## src/rtl/uart_display_ctrl_pkg.sv

```systemverilog
// Shared constants, TX handshake states and byte classification used by the
// UART-driven display controller and its echo FIFO.
package uart_display_ctrl_pkg;

  localparam logic [7:0] CH_SPACE    = 8'h20;
  localparam logic [7:0] CH_BS       = 8'h08;
  localparam logic [7:0] CH_CR       = 8'h0D;
  localparam logic [7:0] CH_PRINT_LO = 8'h20;
  localparam logic [7:0] CH_PRINT_HI = 8'h7E;

  typedef enum logic [1:0] {IDLE, SEND, WAIT_BUSY, WAIT_DONE} tx_state_t;

  typedef enum logic [1:0] {CMD_IGNORE, CMD_CHAR, CMD_BS, CMD_CR} rx_cmd_t;

  function automatic rx_cmd_t decode_byte(input logic [7:0] b);
    if (b >= CH_PRINT_LO && b <= CH_PRINT_HI) return CMD_CHAR;
    if (b == CH_BS) return CMD_BS;
    if (b == CH_CR) return CMD_CR;
    return CMD_IGNORE;
  endfunction

endpackage

```

## src/rtl/uart_display_ctrl_echo_fifo.sv

```systemverilog
// Small synchronous FIFO buffering echo bytes between the RX decoder and the
// slower TX handshake. A push on a full FIFO succeeds only if a pop happens too.
module echo_fifo
  import uart_display_ctrl_pkg::*;
#(
  parameter int DEPTH = 4,
  parameter int WIDTH = 8
) (
  input  logic             clk,
  input  logic             rstn,
  input  logic             push,
  input  logic             pop,
  input  logic [WIDTH-1:0] wr_data,
  output logic [WIDTH-1:0] rd_data,
  output logic             full,
  output logic             empty
);

  localparam int AW = $clog2(DEPTH);

  logic [WIDTH-1:0] mem [DEPTH];
  logic [AW:0]      wr_ptr;
  logic [AW:0]      rd_ptr;
  logic             do_push;
  logic             do_pop;

  // Pointers carry one extra wrap bit so full and empty can be told apart.
  assign empty   = (wr_ptr == rd_ptr);
  assign full    = (wr_ptr[AW] != rd_ptr[AW]) && (wr_ptr[AW-1:0] == rd_ptr[AW-1:0]);
  assign do_pop  = pop && !empty;
  assign do_push = push && (!full || do_pop);
  assign rd_data = mem[rd_ptr[AW-1:0]];

  always_ff @(posedge clk or posedge rstn) begin
    if (rstn) begin
      wr_ptr <= '0;
      rd_ptr <= '0;
    end else begin
      if (do_push) wr_ptr <= wr_ptr + 1'b1;
      if (do_pop)  rd_ptr <= rd_ptr + 1'b1;
    end
  end

  always_ff @(posedge clk) begin
    if (do_push) mem[wr_ptr[AW-1:0]] <= wr_data;
  end

endmodule

```

## src/rtl/uart_display_ctrl.sv

```systemverilog
// Owns the SSD character buffer and write cursor, edits them from received
// UART bytes, and echoes accepted bytes back through the uart_tx handshake.
module uart_display_ctrl
  import uart_display_ctrl_pkg::*;
#(
  parameter int N_DIGITS   = 8,
  parameter int FIFO_DEPTH = 4,
  parameter bit SCROLL     = 1'b1
) (
  input  logic                        clk,
  input  logic                        rstn,
  input  logic [7:0]                  rx_data,
  input  logic                        rx_valid,
  input  logic                        tx_ready,
  output logic                        tx_send,
  output logic [7:0]                  tx_data,
  output logic [8*N_DIGITS-1:0]       digits,
  output logic [$clog2(N_DIGITS)-1:0] cursor,
  output logic                        echo_drop
);

  localparam int CW = $clog2(N_DIGITS);
  localparam logic [CW-1:0] LAST = CW'(N_DIGITS - 1);

  logic [7:0]    disp   [N_DIGITS];
  logic [7:0]    disp_n [N_DIGITS];
  logic [CW-1:0] cursor_n;
  logic          last_full;
  logic          last_full_n;
  logic          accept;
  rx_cmd_t       cmd;

  tx_state_t     state;
  tx_state_t     state_n;
  logic          pop;
  logic          fifo_full;
  logic          fifo_empty;
  logic [7:0]    fifo_head;

  assign cmd = decode_byte(rx_data);

  // In scroll mode the cursor parks on the last digit; last_full records that
  // this digit already holds a character, so only later writes shift the row.
  always_comb begin
    disp_n      = disp;
    cursor_n    = cursor;
    last_full_n = last_full;
    accept      = 1'b0;
    if (rx_valid) begin
      case (cmd)
        CMD_CHAR: begin
          accept = 1'b1;
          if (cursor != LAST) begin
            disp_n[cursor] = rx_data;
            cursor_n       = cursor + 1'b1;
          end else if (SCROLL) begin
            if (last_full) begin
              for (int i = 0; i < N_DIGITS - 1; i++) disp_n[i] = disp[i+1];
            end
            disp_n[LAST] = rx_data;
            last_full_n  = 1'b1;
          end else begin
            disp_n[LAST] = rx_data;
            cursor_n     = '0;
          end
        end
        CMD_BS: begin
          accept      = 1'b1;
          last_full_n = 1'b0;
          if (cursor != '0) begin
            cursor_n                 = cursor - 1'b1;
            disp_n[cursor - 1'b1]    = CH_SPACE;
          end
        end
        CMD_CR: begin
          accept      = 1'b1;
          last_full_n = 1'b0;
          cursor_n    = '0;
          for (int i = 0; i < N_DIGITS; i++) disp_n[i] = CH_SPACE;
        end
        default: ;
      endcase
    end
  end

  always_ff @(posedge clk or posedge rstn) begin
    if (rstn) begin
      for (int i = 0; i < N_DIGITS; i++) disp[i] <= CH_SPACE;
      cursor    <= '0;
      last_full <= 1'b0;
    end else begin
      disp      <= disp_n;
      cursor    <= cursor_n;
      last_full <= last_full_n;
    end
  end

  for (genvar g = 0; g < N_DIGITS; g++) begin : g_digits
    assign digits[8*g +: 8] = disp[g];
  end

  echo_fifo #(
    .DEPTH (FIFO_DEPTH),
    .WIDTH (8)
  ) u_echo_fifo (
    .clk     (clk),
    .rstn    (rstn),
    .push    (accept),
    .pop     (pop),
    .wr_data (rx_data),
    .rd_data (fifo_head),
    .full    (fifo_full),
    .empty   (fifo_empty)
  );

  // One byte in flight: pop only from IDLE, then follow tx_ready low and high again.
  always_comb begin
    state_n = state;
    pop     = 1'b0;
    case (state)
      IDLE: begin
        if (!fifo_empty && tx_ready) begin
          pop     = 1'b1;
          state_n = SEND;
        end
      end
      SEND:      state_n = WAIT_BUSY;
      WAIT_BUSY: if (!tx_ready) state_n = WAIT_DONE;
      WAIT_DONE: if (tx_ready) state_n = IDLE;
      default:   state_n = IDLE;
    endcase
  end

  assign tx_send = (state == SEND);

  always_ff @(posedge clk or posedge rstn) begin
    if (rstn) begin
      state     <= IDLE;
      tx_data   <= 8'h00;
      echo_drop <= 1'b0;
    end else begin
      state <= state_n;
      if (pop) tx_data <= fifo_head;
      if (accept && fifo_full && !pop) echo_drop <= 1'b1;
    end
  end

endmodule

```

## config.mk

```make
export PLATFORM = sky130hd
export DESIGN_NAME = uart_display_ctrl
export DESIGN_NICKNAME = d
export VERILOG_FILES = /design/src/rtl/uart_display_ctrl_pkg.sv /design/src/rtl/uart_display_ctrl_echo_fifo.sv /design/src/rtl/uart_display_ctrl.sv
export SDC_FILE = /design/constraint.sdc
export NUM_CORES = 1
export LEC_CHECK = 0
export BUFFER_PORTS_ARGS = -buffer_cell sky130_fd_sc_hd__buf_2
export CELL_PAD_IN_SITES_DETAIL_PLACEMENT = 1
export CELL_PAD_IN_SITES_GLOBAL_PLACEMENT = 2
export CORE_UTILIZATION = 34
export CTS_CLUSTER_SIZE = 25
export DETAILED_ROUTE_END_ITERATION = 10
export PLACE_DENSITY = 0.87
export SYNTH_ARGS = -nofsm -noshare
export SYNTH_HDL_FRONTEND = slang
export SYNTH_SLANG_ARGS = --single-unit
```

## constraint.sdc

```tcl
create_clock -name clk -period 2.2 [get_ports clk]
set_input_delay 0.11 -clock clk [delete_from_list [all_inputs] [get_ports clk]]
set_output_delay 0.11 -clock clk [all_outputs]
set_load 0.01 [all_outputs]
```

# --- After elaboration in Yosys (flattened, before gate mapping) ---
# Memory sizes are Yosys's and may differ from the RTL's. A register that Yosys moved wholly into a read port is not among the register bits.
# Index checks and enable logic that the tools add are counted.
classes:
  add_sub_neg: 4
  order_cmp: 6
  n_eq_ne: 19
  muxes: 36
  bitwise: 5
  reduce_logical: 24
op_table:
  columns: ["op", "count"]
  rows:
  - ["64-bit one-hot mux with 3 select lines", 1]
  - ["64-bit two-way mux", 2]
  - ["64-bit bitwise mux", 1]
  - ["56-bit AND", 1]
  - ["56-bit two-way mux", 1]
  - ["56-bit NOT", 1]
  - ["8-bit demux with 3-bit select", 2]
  - ["2-bit two-way mux", 9]
  - ["8-bit by 4-bit == test with 1-bit output (second input constant)", 2]
  - ["8-bit two-way mux", 2]
  - ["1-bit two-way mux", 13]
  - ["2-bit inequality test (second input constant)", 6]
  - ["3-bit by 1-bit adder with 3-bit output (second input constant)", 3]
  - ["1-bit logical AND", 9]
  - ["3-bit one-hot mux with 3 select lines", 1]
  - ["3-bit AND reduction", 3]
  - ["2-bit == test (second input constant)", 4]
  - ["4-bit >= comparator (second input constant)", 2]
  - ["8-bit by 6-bit >= comparator with 1-bit output (second input constant)", 1]
  - ["8-bit by 7-bit less-or-equal comparator with 1-bit output (second input constant)", 1]
  - ["4-bit by 1-bit less-than comparator with 1-bit output (second input constant)", 2]
  - ["3-bit NOT with 4-bit output", 2]
  - ["8-bit OR", 1]
  - ["2-bit one-hot mux with 4 select lines", 1]
  - ["other kinds (16)", 23]
totals:
  reg_bits: 77
  ramBits: 32
  input_bits: 12
  output_inout_bits: 77
  word_cells: 109
  n_memories: 1
memory_table:
  columns: ["memory", "depth", "width", "read_ports", "rd_ports_with_merged_regs", "write_ports", "line_no", "text"]
  rows:
  - ["u_echo_fifo.mem", 4, 8, 1, 1, 1, "uart_display_ctrl_echo_fifo.sv:21", "logic [WIDTH-1:0] mem [DEPTH];"]

# --- Logic depth before layout (Yosys ltp) ---
# Gate-level depths: netlist of the first run.
logic_depth:
  word_depth: 16
  mapped_depth: 9
  ltp_nobuf: 7

# --- By module ---
# From an unflattened synthesis of the first run, not the netlist that was laid out.
hier_totals:
  cells_unflattened: 548
  hier_area_um2: 6025.8
modules_own_cells:
  columns: ["module", "n_inst", "cells_per_inst", "area_per_inst_um2", "seq_area_each_um2"]
  rows:
  - ["uart_display_ctrl", 1, 470, 4374.2, 1986.9]
  - ["echo_fifo", 1, 78, 1651.6, 1111.1]

# --- Worst setup path before layout of the first run ---
# Ideal clock, no wire load.
synth_path:
  kind: "register to register"
  startpoint: "reg cursor[1]"
  endpoint: "reg with a tool-made name"
  setup_ps: 82
  arrival_ps: 2182
  required_time_ps: 2118
  path_slack_ps: -65
  path_stages_with_launch: 10
  path_buffers: 2
  synth_period_minus_slack_ps: 2265
  cell_sequence: "dfrtp_1 -> inv_1 -> clkbuf_1 -> ha_1 -> clkbuf_1 -> nor2b_1 -> nand2_1 -> a221oi_2 -> nand3_4 -> a22oi_1"
synth_lines:
  columns: ["element", "line_no", "text"]
  rows:
  - ["from (decl)", "uart_display_ctrl.sv:18", "output logic [$clog2(N_DIGITS)-1:0] cursor,"]
  - ["from (signal assigned)", "uart_display_ctrl.sv:93", "cursor <= cursor_n;"]

==> results of run 1 <==
stage by stage:
step	power [uW]	setup TNS, ps
5_1_grt	11930	-2.593
4_1_cts	11250	0
3_3_place_gp	7928	0
3_5_place_dp	8163	0
2_1_floorplan	6410	0
6_report	11270	0
power groups by stage:
stage,clock network [uW],logic (uW),registers [uW]
3_3_place_gp,0,4230,3700
2_1_floorplan,0,2560,3850
4_1_cts,3070,4460,3720
6_report,3030,4510,3720
3_5_place_dp,0,4430,3730
5_1_grt,3160,4960,3820
layout by cell type (no fill, tap or decap), types with 18 or more instances in the layout:
cell type,netlist,layout
buf_2,5,88
dfrtp_1,77,77
a21oi_1,61,61
nor3_1,50,50
o2bb2ai_1,50,50
nand2_1,33,33
edfxtp_1,32,32
buf_4,3,31
clkbuf_16,0,19
inv_1,19,18
metal layers:
layer / up-vias / wire length (um)
li1: 2152 / -
met1: 2335 / 7837
met2: 144 / 8271
met3: 29 / 931
met4: 0 / 293
met5: - / 0
area by class of cell:
type / instances / area share
Clock buffer: 26 / 0.07288
Clock inverter: 6 / 0.01464
Inverter: 19 / 0.01010
Multi-Input combinational cell: 342 / 0.3446
Sequential cell: 117 / 0.4168
Tap cell: 220 / 0.03703
Timing Repair Buffer: 125 / 0.1040
worst max-delay path by stage:
stage	start	end	slack (ps)	cells past startpoint
after floorplan	cursor[0]$_DFFE_PP0P_	flop	50	9
after global placement	rx_data[1]	u_echo_fifo.mem[2][1]$_DFFE_PP_	160	5
after detailed placement	state[1]$_DFFE_PP0P_	u_echo_fifo.mem[2][7]$_DFFE_PP_	100	6
after CTS	cursor[0]$_DFFE_PP0P_	flop	50	6
after global routing	cursor[2]$_DFFE_PP0P_	flop	-3	6
final	cursor[0]$_DFFE_PP0P_	flop	100	6
logic make-up (layout without fill, tap and decap cells):
logic type / after synthesis / in the layout / synth area share
flops: 117 / 117 / 0.5284
mux: 20 / 20 / 0.05356
compound gates: 159 / 159 / 0.1929
xor+xnor: 10 / 10 / 0.01494
buf+inv: 58 / 176 / 0.04780
fa+ha+maj: 14 / 14 / 0.02988
simple gates: 139 / 139 / 0.1325
what timing repair did:
item,CTS,global route
hold endpoints to repair,15,0
setup buffers,0,3
endpoints found under the setup margin,0,72
resized for setup,0,14
hold buffers,2,0
==> results.json, run 1 <==
{
  "outcome": "finished clean",
  "synthCells": 517,
  "synth_top_area_share": 0.3286,
  "yosysWarnings": 0,
  "critical_path.max_stage_delay_ps": 510,
  "r2r_cells": 6,
  "p_per_area_nw_per_um2": 1516,
  "antenna_found_initial": 0,
  "syn_avg_cell_area_um2": 11.34,
  "antenna_cells": 0,
  "crit_chain": "ha_1 -> ha_4 -> nor2b_1 -> or3_2 -> buf_12 -> o2bb2ai_1",
  "yosysMostFrequentCell": "dfrtp_1",
  "wl_per_cell_um": 20.27,
  "holdWs_ps": 115.6,
  "start_util": 0.3511,
  "io_buffers": 88,
  "syn-num-nets": 543,
  "grt_pass1_wl_um": 27960,
  "p_leak_uw": 0.003070,
  "final.min_clock_period_ps": 2096,
  "gp_congestion": 0.7779,
  "power.share.clock": 0.269,
  "grt-busiest-layer": "met2",
  "finalCritPeriodShare": 0.9529,
  "die_x_um": 133.3,
  "rows": 47,
  "grt_util_met2": 0.3267,
  "max-cap-violations": 0,
  "synth_edf_count": 32,
  "critPathTopFamily": "simple AND/OR/NAND/NOR gates",
  "place_area_um2": 6665,
  "cts_tree": "built",
  "hold_path_startpoint": "rx_data[3]",
  "finalInstanceArea_um2": 7433,
  "ir_drop_uv": 646.3,
  "area_delta_synth_final_pct": 26.78,
  "cp-end-kind": "flop",
  "path_class": "flop to flop",
  "antenna_left": 0,
  "cts.sinks": 117,
  "internal_power_uw": 7040,
  "yosysTopAreaCell": "dfrtp_1",
  "cp.required_ps": 2530,
  "drive_gt1_frac": 0.3276,
  "min_to": "u_echo_fifo.mem[3][3]$_DFFE_PP_",
  "dp_hpwl_um": 12440,
  "clock_skew_ps": 12.32,
  "timing.rr.start": "cursor[0]$_DFFE_PP0P_",
  "pwr-share-comb": 0.400,
  "synth_ff_type": "dfrtp_1",
  "netlist_area_um2": 5863,
  "pwr-share-seq": 0.330,
  "p_switching_uw": 4228,
  "dieArea_um2": 17770,
  "num_vias": 4660,
  "viasPerCell": 5.450,
  "num-nets-final": 648,
  "cts_root_buffer": "clkbuf_16",
  "wirelength_um": 17330,
  "final_util": 0.4451,
  "worstMarginPinSlew_ps": 482.5,
  "fmax_mhz": 477.0,
  "path_buf_inv": 1,
  "crit_fanout": 53,
  "slew_headroom": 0.6773,
  "hold_class": "primary input to flop",
  "drc_errors": 0,
  "ios": 89,
  "dpl_worst_slack_ps": 99.51,
  "post_layout_nonfiller_instances": 855,
  "fillers": 1849,
  "multi_input_area_um2": 2561,
  "rrSetupSlack_ps": 100,
  "grt_max_degree": 86,
  "crit_slowest_cell": "or3_2",
  "grt-ovfl-total": 0,
  "coreArea_um2": 16700,
  "ys_seq_area_frac": 0.5284,
  "die_h_um": 133.3,
  "clock_latency_ps": 420,
  "grt_pass1_vias": 4932,
  "drt_first_pass_iters": 4,
  "clockBufferDepth": 2,
  "slew_violations": 0,
  "placed_cells": 818,
  "layout_setup_ws_ps": 103.6,
  "start_kind": "flop",
  "cts-buffers-inserted": 17,
  "setup_viol": 0,
  "seqCellArea_um2": 3098,
  "synth_area_leaders": "dfrtp_1 33%, edfxtp_1 16%, o2bb2ai_1 7.5%",
  "drtIter0Drc": 226,
  "path_clk_slew_ps": 60,
  "synth_common_cells": "77 x dfrtp_1, 61 x a21oi_1, 50 x nor3_1, 50 x o2bb2ai_1, 33 x nand2_1",
  "grt.met3_usage": 0.04414,
  "synthDistinctLibCells": 57,
  "htree_levels": 4,
  "synthArstFlopShare": 0.7265,
  "grtUsageTotal": 0.2050,
  "arrival_ps": 2430,
  "synth_seq_cells": 117,
  "hold_violations": 0,
  "use_met1": 0.2770,
  "min_path_cells": 2,
  "swShare": 0.3752
}
Note: power is estimated with default switching activity, not from simulation.
==> run 2: changes to the inputs <==
- ABC_AREA: unset -> 1
- CORE_UTILIZATION: 34 -> 31
- PLACE_DENSITY: 0.87 -> 0.88
==> results.json, run 2 <==
{
  "outcome": "finished clean",
  "path_clk_slew_ps": 60,
  "drive_gt1_frac": 0.2129,
  "start_util": 0.3175,
  "synthDistinctLibCells": 35,
  "cts.sinks": 117,
  "finalSetupTns_ps": 0,
  "seqCellArea_um2": 3099,
  "total_power_uw": 10360,
  "wl_per_cell_um": 18.91,
  "grt-ovfl-total": 0,
  "area_delta_synth_final_pct": 24.80,
  "fmax_mhz": 462.5,
  "cp-end-kind": "flop",
  "drc_errors": 0,
  "ir_drop_uv": 656.0,
  "cts_root_buffer": "clkbuf_16",
  "drt_first_pass_iters": 5,
  "cp.required_ps": 2330,
  "num-nets-final": 1009,
  "wirelength_um": 24030,
  "rows": 53,
  "synth_ff_type": "dfrtp_1",
  "grt_max_degree": 43,
  "p_per_area_nw_per_um2": 1236,
  "internal_power_uw": 5916,
  "final_util": 0.3962,
  "antenna_cells": 0,
  "synth_top_area_share": 0.2869,
  "setup_viol": 0,
  "p_switching_uw": 4445,
  "hold_class": "primary input to flop",
  "synth_area_leaders": "dfrtp_1 29%, edfxtp_1 14%, nand2_1 13%",
  "netlist_area_um2": 6716,
  "clock_skew_ps": 9.906,
  "yosysMostFrequentCell": "nand2_1",
  "syn-num-nets": 894,
  "swShare": 0.4291,
  "use_met1": 0.3083,
  "die_x_um": 149.2,
  "ios": 89,
  "dieArea_um2": 22260,
  "clock_latency_ps": 420,
  "grtUsageTotal": 0.2225,
  "grt_pass1_vias": 6673,
  "antenna_found_initial": 0,
  "coreArea_um2": 21150,
  "final.min_clock_period_ps": 2162,
  "synthArstFlopShare": 0.7265,
  "drtIter0Drc": 403,
  "ys_seq_area_frac": 0.4613,
  "cts_tree": "built",
  "htree_levels": 4,
  "num_vias": 6625,
  "synth_common_cells": "224 x nand2_1, 142 x nand3_1, 86 x o21ai_0, 77 x dfrtp_1, 73 x nor2_1",
  "grt_pass1_wl_um": 37760,
  "rsz0062_at_grt": "yes",
  "path_class": "primary input to flop",
  "synthCells": 868,
  "power.share.clock": 0.269,
  "clockBufferDepth": 2,
  "cts-buffers-inserted": 17,
  "layout_setup_ws_ps": 37.66,
  "hold_violations": 0,
  "io_buffers": 88,
  "dp_hpwl_um": 16690,
  "p_leak_uw": 0.004053,
  "gp_congestion": 0.8380,
  "arrival_ps": 2290,
  "crit_fanout": 8,
  "grt_util_met2": 0.3567,
  "max-cap-violations": 0,
  "viasPerCell": 5.212,
  "grt-busiest-layer": "met2",
  "pwr-share-comb": 0.378,
  "finalCritPeriodShare": 0.9829,
  "start_kind": "primary input",
  "layout_common_cells": "222 x nand2_1, 141 x nand3_1, 88 x buf_2",
  "synth_seq_cells": 117,
  "grt.met3_usage": 0.03639,
  "slew_headroom": 0.5169,
  "yosysTopAreaCell": "dfrtp_1",
  "multi_input_area_um2": 3237,
  "yosysWarnings": 0,
  "antenna_left": 0,
  "fillers": 2577,
  "slew_violations": 0,
  "worstMarginPinSlew_ps": 723.2,
  "die_h_um": 149.2,
  "layout_commonest_cell": "nand2_1",
  "pwr-share-seq": 0.353,
  "syn_avg_cell_area_um2": 7.738,
  "synth_edf_count": 32,
  "dpl_worst_slack_ps": -7.595
}
run 2: kinds of logic (layout without fill, tap and decap cells):
kind of cell,count (synthesis),after routing,share of synthesized area
AO/OA/AOI/OAI,161,161,0.1274
flip-flops,117,117,0.4613
AND/OR/NAND/NOR,473,473,0.3107
adder cells (fa/ha/maj),14,14,0.02608
buffers and inverters,96,224,0.06520
XOR/XNOR,6,6,0.007826
multiplexers,1,1,0.001490
run 2: worst paths after layout:
kind	start	to	slack [ps]	depth (start not counted)
min in group asynchronous	rstn	u_echo_fifo.rd_ptr[0]$_DFFE_PP0P_	350	3
hold reg to reg	echo_drop$_DFFE_PP0P_	echo_drop$_DFFE_PP0P_	480	1
max in group asynchronous	rstn	async pin	1170	4
hold / removal	rx_data[3]	u_echo_fifo.mem[3][3]$_DFFE_PP_	20	1
setup reg to reg	cursor[0]$_DFFE_PP0P_	flop	80	8
setup / recovery	rx_data[4]	u_echo_fifo.mem[0][6]$_DFFE_PP_	40	12
run 2: layout make-up:
class | count | area share
multi-input cells | 655 | 0.3862
flip-flops and latches | 117 | 0.3698
repair buffers | 132 | 0.1063
well taps | 275 | 0.04105
clock inverters | 14 | 0.01821
inverters | 60 | 0.02732
clock buffers | 18 | 0.05120
run 2: timing repair:
action                                  CTS  global route
hold buffers                              7             0
setup buffers                             0             1
cloned                                    0             0
pin swaps                                 0             2
hold endpoints to repair                 47             0
resized for setup                         1            21
endpoints found under the setup margin    2            86
run 2: metrics by stage:
stage / cells / hold WS [ps] / area [um^2]
4_1_cts: 1270 / 7.555 / 8307
5_1_grt: 1271 / 33.50 / 8382
6_report: 1271 / 21.50 / 8382
3_3_place_gp: 1231 / 276.4 / 7655
2_1_floorplan: 868 / 208.9 / 6720
3_5_place_dp: 1231 / 274.2 / 7655
run 2: per-layer routing:
metal  wire (um)  share of wire
met1       11160           0.46
met2       11510           0.48
met3        1026          0.043
met4         335          0.014
met5           0              0
run 2: worst max-delay path, stage by stage:
cell and delay (ps):
dlygate4sd3_1 550, buf_2 170, inv_1 130, nand2_1 110, nor2_4 240, nand2_4 170
nand3_2 150, nand2_1 90, inv_1 100, nand2_2 120, nor2_1 170, buf_6 180
run 2: power groups by stage:
stage | logic [uW] | clock network (uW) | registers (uW)
3_3_place_gp | 3740 | 0 | 3660
4_1_cts | 3910 | 2830 | 3640
2_1_floorplan | 2180 | 0 | 3650
6_report | 3920 | 2790 | 3650
5_1_grt | 4380 | 2910 | 3740
3_5_place_dp | 3860 | 0 | 3670
